### config.mk
export PLATFORM = sky130hd
export DESIGN_NAME = md_unit_ctrl_flat
export DESIGN_NICKNAME = d
export VERILOG_FILES = /design/src/rtl/md_pkg.sv /design/src/rtl/md_unit_ctrl_if.sv /design/src/rtl/md_iter_datapath.sv /design/src/rtl/md_unit_ctrl.sv /design/src/flat_wrapper.sv
export SDC_FILE = /design/constraint.sdc
export NUM_CORES = 1
export LEC_CHECK = 0
export BUFFER_PORTS_ARGS = -buffer_cell sky130_fd_sc_hd__buf_2
export CAP_MARGIN = 20
export CELL_PAD_IN_SITES_DETAIL_PLACEMENT = 2
export CELL_PAD_IN_SITES_GLOBAL_PLACEMENT = 2
export CORE_UTILIZATION = 37
export DETAILED_ROUTE_END_ITERATION = 16
export PLACE_DENSITY_LB_ADDON = 0.2
export SLEW_MARGIN = 30
export SYNTH_ARGS = -nofsm -noshare
export SYNTH_HDL_FRONTEND = slang
export SYNTH_SLANG_ARGS = --single-unit
### constraint.sdc
create_clock -name Clk -period 5.05 [get_ports Clk]
set_clock_uncertainty 0.1 [all_clocks]
set_input_delay 0.505 -clock Clk [delete_from_list [all_inputs] [get_ports Clk]]
set_output_delay 0.505 -clock Clk [all_outputs]
set_load 0.02 [all_outputs]
### src/rtl/md_pkg.sv
// Shared encodings for the multiply/divide unit: op codes, sequencer states, default width.
package md_pkg;

    localparam int MD_DATA_W = 32;

    typedef enum logic [1:0] {
        MD_MULT  = 2'b00,
        MD_MULTU = 2'b01,
        MD_DIV   = 2'b10,
        MD_DIVU  = 2'b11
    } md_op_e;

    typedef enum logic [1:0] {
        IDLE = 2'b00,
        CALC = 2'b01,
        FIX  = 2'b10
    } md_state_e;

    function automatic logic md_is_div(md_op_e op);
        return op[1];
    endfunction

    function automatic logic md_is_signed(md_op_e op);
        return (op == MD_MULT) || (op == MD_DIV);
    endfunction

endpackage

### src/rtl/md_unit_ctrl_if.sv
// Pipeline <-> multiply/divide unit bus. The pipeline side is master, the unit is slave.
interface md_unit_ctrl_if #(parameter int DATA_W = md_pkg::MD_DATA_W);
    import md_pkg::*;

    logic              start;
    md_op_e            op;
    logic [DATA_W-1:0] rs_data;
    logic [DATA_W-1:0] rt_data;
    logic              hi_we;
    logic              lo_we;
    logic [DATA_W-1:0] wr_data;
    logic [DATA_W-1:0] hi;
    logic [DATA_W-1:0] lo;
    logic              stall;
    logic              done;
    logic              div_zero;

    modport master (
        output start, op, rs_data, rt_data, hi_we, lo_we, wr_data,
        input  hi, lo, stall, done, div_zero
    );

    modport slave (
        input  start, op, rs_data, rt_data, hi_we, lo_we, wr_data,
        output hi, lo, stall, done, div_zero
    );

endinterface

### src/rtl/md_iter_datapath.sv
// One-bit-per-cycle shift-add multiplier / restoring divider on unsigned magnitudes.
// The divide path exists only when MD_DIV_EN is defined.
module md_iter_datapath #(
    parameter int DATA_W = md_pkg::MD_DATA_W
) (
    input  logic                clk,
    input  logic                rst_n,
    input  logic                load,
    input  logic                step,
`ifdef MD_DIV_EN
    input  logic                is_div,
`endif
    input  logic [DATA_W-1:0]   a_mag,
    input  logic [DATA_W-1:0]   b_mag,
    output logic [2*DATA_W-1:0] acc
);

    logic [2*DATA_W-1:0] acc_q;
    logic [DATA_W-1:0]   b_q;
    logic [DATA_W:0]     add_sum;

    // Multiply: low half holds the multiplier, consumed LSB first as the product shifts in.
    assign add_sum = {1'b0, acc_q[2*DATA_W-1:DATA_W]} + (acc_q[0] ? {1'b0, b_q} : '0);

`ifdef MD_DIV_EN
    logic [DATA_W:0] trial;

    // Divide: trial subtract against the remainder shifted left by one; borrow means restore.
    assign trial = acc_q[2*DATA_W-1:DATA_W-1] - {1'b0, b_q};
`endif

    always_ff @(posedge clk or negedge rst_n) begin
        if (!rst_n) begin
            acc_q <= '0;
            b_q   <= '0;
        end else if (load) begin
            acc_q <= {{DATA_W{1'b0}}, a_mag};
            b_q   <= b_mag;
        end else if (step) begin
`ifdef MD_DIV_EN
            if (is_div) begin
                if (trial[DATA_W])
                    acc_q <= {acc_q[2*DATA_W-2:0], 1'b0};
                else
                    acc_q <= {trial[DATA_W-1:0], acc_q[DATA_W-2:0], 1'b1};
            end else
`endif
            acc_q <= {add_sum, acc_q[DATA_W-1:1]};
        end
    end

    assign acc = acc_q;

endmodule

### src/rtl/md_unit_ctrl.sv
// MIPS HI/LO multiply/divide sequencer: FSM, iteration counter, sign fix-up, MTHI/MTLO path.
// Define MD_DIV_EN to build DIV/DIVU; otherwise divide starts complete as no-ops.
module md_unit_ctrl
    import md_pkg::*;
#(
    parameter int DATA_W = MD_DATA_W
) (
    input  logic         Clk,
    input  logic         Reset_n,
    md_unit_ctrl_if.slave bus
);

    localparam int CNT_W = $clog2(DATA_W);

    md_state_e           state;
    logic [CNT_W-1:0]    cnt;
    logic                neg_lo;
    logic                neg_hi;
    logic [DATA_W-1:0]   hi_q;
    logic [DATA_W-1:0]   lo_q;
    logic                done_q;
    logic [2*DATA_W-1:0] acc;
    logic [2*DATA_W-1:0] prod;

    logic                op_div;
    logic                a_neg;
    logic                b_neg;
    logic [DATA_W-1:0]   a_mag;
    logic [DATA_W-1:0]   b_mag;
    logic                div_noop;
    logic                load;
    logic                step;

    assign op_div = md_is_div(bus.op);
    assign a_neg  = md_is_signed(bus.op) & bus.rs_data[DATA_W-1];
    assign b_neg  = md_is_signed(bus.op) & bus.rt_data[DATA_W-1];
    assign a_mag  = a_neg ? (~bus.rs_data + 1'b1) : bus.rs_data;
    assign b_mag  = b_neg ? (~bus.rt_data + 1'b1) : bus.rt_data;

`ifdef MD_DIV_EN
    logic is_div;
    logic dz_q;
    logic [DATA_W-1:0] quo;
    logic [DATA_W-1:0] rem;

    assign div_noop = op_div && (bus.rt_data == '0);
    assign quo      = acc[DATA_W-1:0];
    assign rem      = acc[2*DATA_W-1:DATA_W];
`else
    assign div_noop = op_div;
`endif

    assign load = (state == IDLE) && bus.start && !div_noop;
    assign step = (state == CALC);
    assign prod = neg_lo ? (~acc + 1'b1) : acc;

    md_iter_datapath #(.DATA_W(DATA_W)) u_dp (
        .clk    (Clk),
        .rst_n  (Reset_n),
        .load   (load),
        .step   (step),
`ifdef MD_DIV_EN
        .is_div (is_div),
`endif
        .a_mag  (a_mag),
        .b_mag  (b_mag),
        .acc    (acc)
    );

    always_ff @(posedge Clk or negedge Reset_n) begin
        if (!Reset_n) begin
            state  <= IDLE;
            cnt    <= '0;
            neg_lo <= 1'b0;
            neg_hi <= 1'b0;
            hi_q   <= '0;
            lo_q   <= '0;
            done_q <= 1'b0;
`ifdef MD_DIV_EN
            is_div <= 1'b0;
            dz_q   <= 1'b0;
`endif
        end else begin
            done_q <= 1'b0;
`ifdef MD_DIV_EN
            dz_q   <= 1'b0;
`endif
            case (state)
                IDLE: begin
                    // A start always takes priority; a simultaneous MT write is dropped.
                    if (bus.start) begin
                        if (div_noop) begin
                            done_q <= 1'b1;
`ifdef MD_DIV_EN
                            dz_q   <= 1'b1;
`endif
                        end else begin
                            state  <= CALC;
                            cnt    <= CNT_W'(DATA_W - 1);
                            neg_lo <= a_neg ^ b_neg;
                            neg_hi <= op_div ? a_neg : (a_neg ^ b_neg);
`ifdef MD_DIV_EN
                            is_div <= op_div;
`endif
                        end
                    end else begin
                        if (bus.hi_we) hi_q <= bus.wr_data;
                        if (bus.lo_we) lo_q <= bus.wr_data;
                    end
                end
                CALC: begin
                    if (cnt == '0) state <= FIX;
                    else           cnt   <= cnt - 1'b1;
                end
                FIX: begin
`ifdef MD_DIV_EN
                    if (is_div) begin
                        lo_q <= neg_lo ? (~quo + 1'b1) : quo;
                        hi_q <= neg_hi ? (~rem + 1'b1) : rem;
                    end else
`endif
                    {hi_q, lo_q} <= prod;
                    done_q <= 1'b1;
                    state  <= IDLE;
                end
                default: state <= IDLE;
            endcase
        end
    end

    assign bus.hi    = hi_q;
    assign bus.lo    = lo_q;
    assign bus.done  = done_q;
    assign bus.stall = (state != IDLE);
`ifdef MD_DIV_EN
    assign bus.div_zero = dz_q;
`else
    assign bus.div_zero = 1'b0;
`endif

endmodule
### src/flat_wrapper.sv
// flat-port wrapper written by rule: the top's interface ports become plain ports
module md_unit_ctrl_flat import md_pkg::*;
#(
    parameter int DATA_W = MD_DATA_W
)
  (Clk, Reset_n, bus_start, bus_op, bus_rs_data, bus_rt_data, bus_hi_we, bus_lo_we, bus_wr_data, bus_hi, bus_lo, bus_stall, bus_done, bus_div_zero);
  md_unit_ctrl_if #(.DATA_W(DATA_W)) bus_i ();
  input  logic Clk;
  input  logic Reset_n;
  input wire logic [$bits(bus_i.start)-1:0] bus_start;
  input wire logic [$bits(bus_i.op)-1:0] bus_op;
  input wire logic [$bits(bus_i.rs_data)-1:0] bus_rs_data;
  input wire logic [$bits(bus_i.rt_data)-1:0] bus_rt_data;
  input wire logic [$bits(bus_i.hi_we)-1:0] bus_hi_we;
  input wire logic [$bits(bus_i.lo_we)-1:0] bus_lo_we;
  input wire logic [$bits(bus_i.wr_data)-1:0] bus_wr_data;
  output wire logic [$bits(bus_i.hi)-1:0] bus_hi;
  output wire logic [$bits(bus_i.lo)-1:0] bus_lo;
  output wire logic [$bits(bus_i.stall)-1:0] bus_stall;
  output wire logic [$bits(bus_i.done)-1:0] bus_done;
  output wire logic [$bits(bus_i.div_zero)-1:0] bus_div_zero;
  assign bus_i.start = bus_start;
  assign bus_i.op = bus_op;
  assign bus_i.rs_data = bus_rs_data;
  assign bus_i.rt_data = bus_rt_data;
  assign bus_i.hi_we = bus_hi_we;
  assign bus_i.lo_we = bus_lo_we;
  assign bus_i.wr_data = bus_wr_data;
  assign bus_hi = bus_i.hi;
  assign bus_lo = bus_i.lo;
  assign bus_stall = bus_i.stall;
  assign bus_done = bus_i.done;
  assign bus_div_zero = bus_i.div_zero;
  md_unit_ctrl #(.DATA_W(DATA_W)) u_core (.Clk(Clk), .Reset_n(Reset_n), .bus(bus_i));
endmodule
==> qor.log <==
INFO  run_status     outcome=finished clean
INFO  run            drv.max_cap_violation_count=0
INFO  synth          combinational_family_with_the_most_area_after_synthesis=compound AO/OA/AOI/OAI gates
INFO  finish         area_of_combinational_cells_with_multiple_inputs=0.006802mm^2
INFO  synth          synth_area_leader_cell=sky130_fd_sc_hd__dfrtp_1
INFO  synth          synth_warnings=0
INFO  timing         achievable-frequency=258.5MHz
INFO  timing         setup_tns=0ns
INFO  finish         diodes=0
INFO  setup_path     critical_path_class=reg -> reg
INFO  finish         post-route-cell-area=0.01333mm^2
INFO  power_and_ir_drop power.density_cell_area=660.6mW/mm^2
INFO  clocking       postCtsSetupBuffers=0
INFO  timing         min_period_over_period=0.7659
INFO  synth          post_synth_mux_area_share=0.01308
INFO  synth          post_synth_edffs=0
INFO  drt            routed_wire_length=44730um
INFO  clocking       cts.repair.resized=0
INFO  timing         report.final.slew_viol_count=0
INFO  floorplan      fp.dieArea=0.03173mm^2
INFO  timing         fin_crit=3.868ns
INFO  floorplan      die_x=178.1um
INFO  synth          synth_simple_gate_area_frac=0.2088
INFO  finish         final_layout_size_suffix_gt1_frac=0.1547
INFO  power_and_ir_drop irDropWorstVdd=0.2949mV
INFO  finish         layout.core_utilization=0.4357
INFO  clocking       cts-buffers-inserted=17
INFO  drt            drt_pre_antenna_iters=5
INFO  clocking       htree_num_levels=4
INFO  synth          synth.top_cell.area_share=0.3685
INFO  place          detailed_place.area=0.01262mm^2
INFO  synth          ffs_latches_synth=169
INFO  synth          synthCells=1398
INFO  hold_path      hp-class=in -> reg
INFO  synth          yosysSeqAreaShare=0.3685
INFO  synth          synth_area_leaders=sky130_fd_sc_hd__dfrtp_1, sky130_fd_sc_hd__o21ai_0, sky130_fd_sc_hd__nand2_1, sky130_fd_sc_hd__xor2_1, sky130_fd_sc_hd__xnor2_1
INFO  clocking       root_buffer_cell=sky130_fd_sc_hd__clkbuf_16
INFO  synth          postSynthAreaPerCell=8.209um^2
INFO  drt            wire_per_inst=23.36um
INFO  place          hpwl=33340um
INFO  timing         report.final.hold_viol_count=0
INFO  place          dp_slack=1.321ns
INFO  timing         setup_slack=1.182ns
INFO  timing         worst_slew_margin_rel=0.3308
INFO  drt            drt-vias-per-instance=5.928
INFO  timing         holdWs=0.2283ns
INFO  timing         finalSetupViolations=0
INFO  setup_path     worst-endpoint-arrival=4.12ns
INFO  grt            first_global_vias=11870
INFO  setup_path     timing.critical_path.cells=or4_1 > nor3_1 > nand4_1 > nor3_1 > nand2_1 > o311ai_0 > o41ai_1 > a211oi_1
INFO  synth          synthAdderAreaFrac=0.04208
INFO  floorplan      floorplan.initialDensity=0.3752
INFO  finish         final-seq-area=0.004230mm^2
INFO  finish         flow.area_growth_from_synthesis=16.14%
INFO  timing         timing_worst_slew_pin_value=1.002ns
INFO  drt            detailedRoute.firstIterationViolations=700
INFO  setup_path     critPathRequiredTime=5.30ns
INFO  synth          mappedNetlistArea=0.01148mm^2
INFO  synth          async_reset_ff_frac=1.000
INFO  drt            route.antenna.remaining_nets=0
INFO  synth          synth.net_count=1539
INFO  setup_path     critical_path.most_common_cell=sky130_fd_sc_hd__nor3_1
INFO  synth          synth-main-ff-cell=sky130_fd_sc_hd__dfrtp_1
INFO  grt            grt_pass1_wl=70220um
INFO  finish         fillerInstances=3537
INFO  finish         fin_nets=1647
INFO  synth          synth_xor_area_frac=0.09998
INFO  grt            grt_max_degree=91
INFO  floorplan      core=0.03059mm^2
INFO  synth          synthTopCellsByCount=sky130_fd_sc_hd__nand2_1, sky130_fd_sc_hd__dfrtp_1, sky130_fd_sc_hd__o21ai_0
INFO  floorplan      placement_rows=64
INFO  power_and_ir_drop leakagePower=5.674nW
INFO  floorplan      chipHeight=178.1um
INFO  setup_path     crit_path_top_delay_cell=sky130_fd_sc_hd__nor3_1
INFO  place          numPortBuffers=168
INFO  grt            number_of_antenna_violations_at_the_first_check_in_global_routing=0
INFO  setup_path     cpPeakStageDelay=0.61ns
INFO  power_and_ir_drop totalPowerFinal=8.804mW
INFO  setup_path     critical_path_end_type=flop
INFO  place          routabilityCongestion=0.8927
INFO  clocking       tritoncts=done
INFO  synth          synth_cell_types=60
INFO  synth          synth-compound-area-share=0.2261
INFO  place          dp_cells=1880
INFO  floorplan      design.portCount=170
INFO  timing         grt_setup_unrepaired=false
INFO  grt            gr-usage-all-layers=0.2892
INFO  drt            via_count=11350
INFO  clocking       clock_insertion_delay_worst_skew=0.45ns
INFO  drt            drt_drc_violations_left=0
INFO  synth          synth_most_common_cell=sky130_fd_sc_hd__nand2_1
INFO  grt            grt.overflow.total=0
INFO  clocking       clk_pin_slew=0.07ns
INFO  finish         final_cell_count_no_fill=1915
INFO  setup_path     critical_path.max_fanout=10
INFO  clocking       clock-sinks=169
INFO  setup_path     worst_setup_path_start_kind=flop
INFO  clocking       clockBufferDepth=2
-- power by group --
| part | switching (mW) | internal, mW |
|---|---|---|
| Clock | 0.639 | 0.844 |
| Sequential | 0.926 | 2.03 |
| Combinational | 2.74 | 1.62 |
-- metal layers --
metal  share of wire  GRT usage  up-vias  wire [um]
li1                -          -     5244          -
met5               0          0        -          0
met3           0.038    0.03367       47       1682
met2            0.45     0.4553      268      20110
met1            0.49     0.4110     5793      21820
met4           0.025    0.09295        0       1107
-- cell usage in the layout (no fill, tap or decap), types with 34 or more instances in the layout --
master	instances
sky130_fd_sc_hd__xor2_1	66
sky130_fd_sc_hd__xnor2_1	65
sky130_fd_sc_hd__a21oi_1	85
sky130_fd_sc_hd__nor2_1	105
sky130_fd_sc_hd__buf_2	167
sky130_fd_sc_hd__nand3_1	44
sky130_fd_sc_hd__o21ai_0	161
sky130_fd_sc_hd__dfrtp_1	168
sky130_fd_sc_hd__ha_1	37
sky130_fd_sc_hd__and2_1	34
sky130_fd_sc_hd__a31oi_1	40
sky130_fd_sc_hd__nand2_1	174
-- worst paths after layout --
check,slack (ns),cells after the start,from,to
worst min-delay path,0.23,3,bus_wr_data[29],u_core.bus.hi[29]
min in group asynchronous,0.42,2,Reset_n,u_core.bus.lo[5]
worst max-delay path,1.18,8,u_core.u_dp.acc[2],u_core.bus.hi[18]
max in group asynchronous,3.65,3,Reset_n,u_core.u_dp.b_q[15]
worst max register to register,1.18,8,u_core.u_dp.acc[2],u_core.bus.hi[18]
worst min register to register,0.38,2,u_core.bus.lo[13],u_core.bus.lo[13]
-- timing repair --
item                                    in CTS  in global routing
endpoints found under the setup margin       0                  0
hold buffers                                 0                  1
hold endpoints to repair                     0                 30
-- layout make-up --
class / count / share of cell area
clock buffers: 18 / 0.03220
clock inverters: 14 / 0.01587
inverters: 28 / 0.007886
multi-input cells: 1105 / 0.5103
flip-flops and latches: 169 / 0.3174
well taps: 396 / 0.03718
repair buffers: 185 / 0.07914
-- critical path, delay by kind of cell (launching register included) --
family | cells | cell delay [ns]
and+or+nand+nor | 5 | 2.39
AOI/OAI and AO/OA | 3 | 0.83
DFF | 1 | 0.47
-- cells by family (layout without fill, tap and decap cells) --
group / after synthesis / after routing
AOI/OAI and AO/OA: 427 / 427
xor gates and xnor gates: 131 / 131
adders and majority gates: 38 / 38
and+or+nand+nor: 493 / 493
DFF: 169 / 169
muxes: 15 / 15
other: 1 / 1
buffers and inverters: 124 / 245
-- flip-flops by register name, indices dropped and copies added, names as in the netlist --
signal / flops
u_core.u_dp.acc: 64
u_core.bus.hi: 32
u_core.bus.lo: 32
u_core.u_dp.b_q: 32
u_core.cnt: 5
u_core.state: 2
u_core.bus.done: 1
u_core.neg_lo: 1
Power figures use the tool's default switching activity.
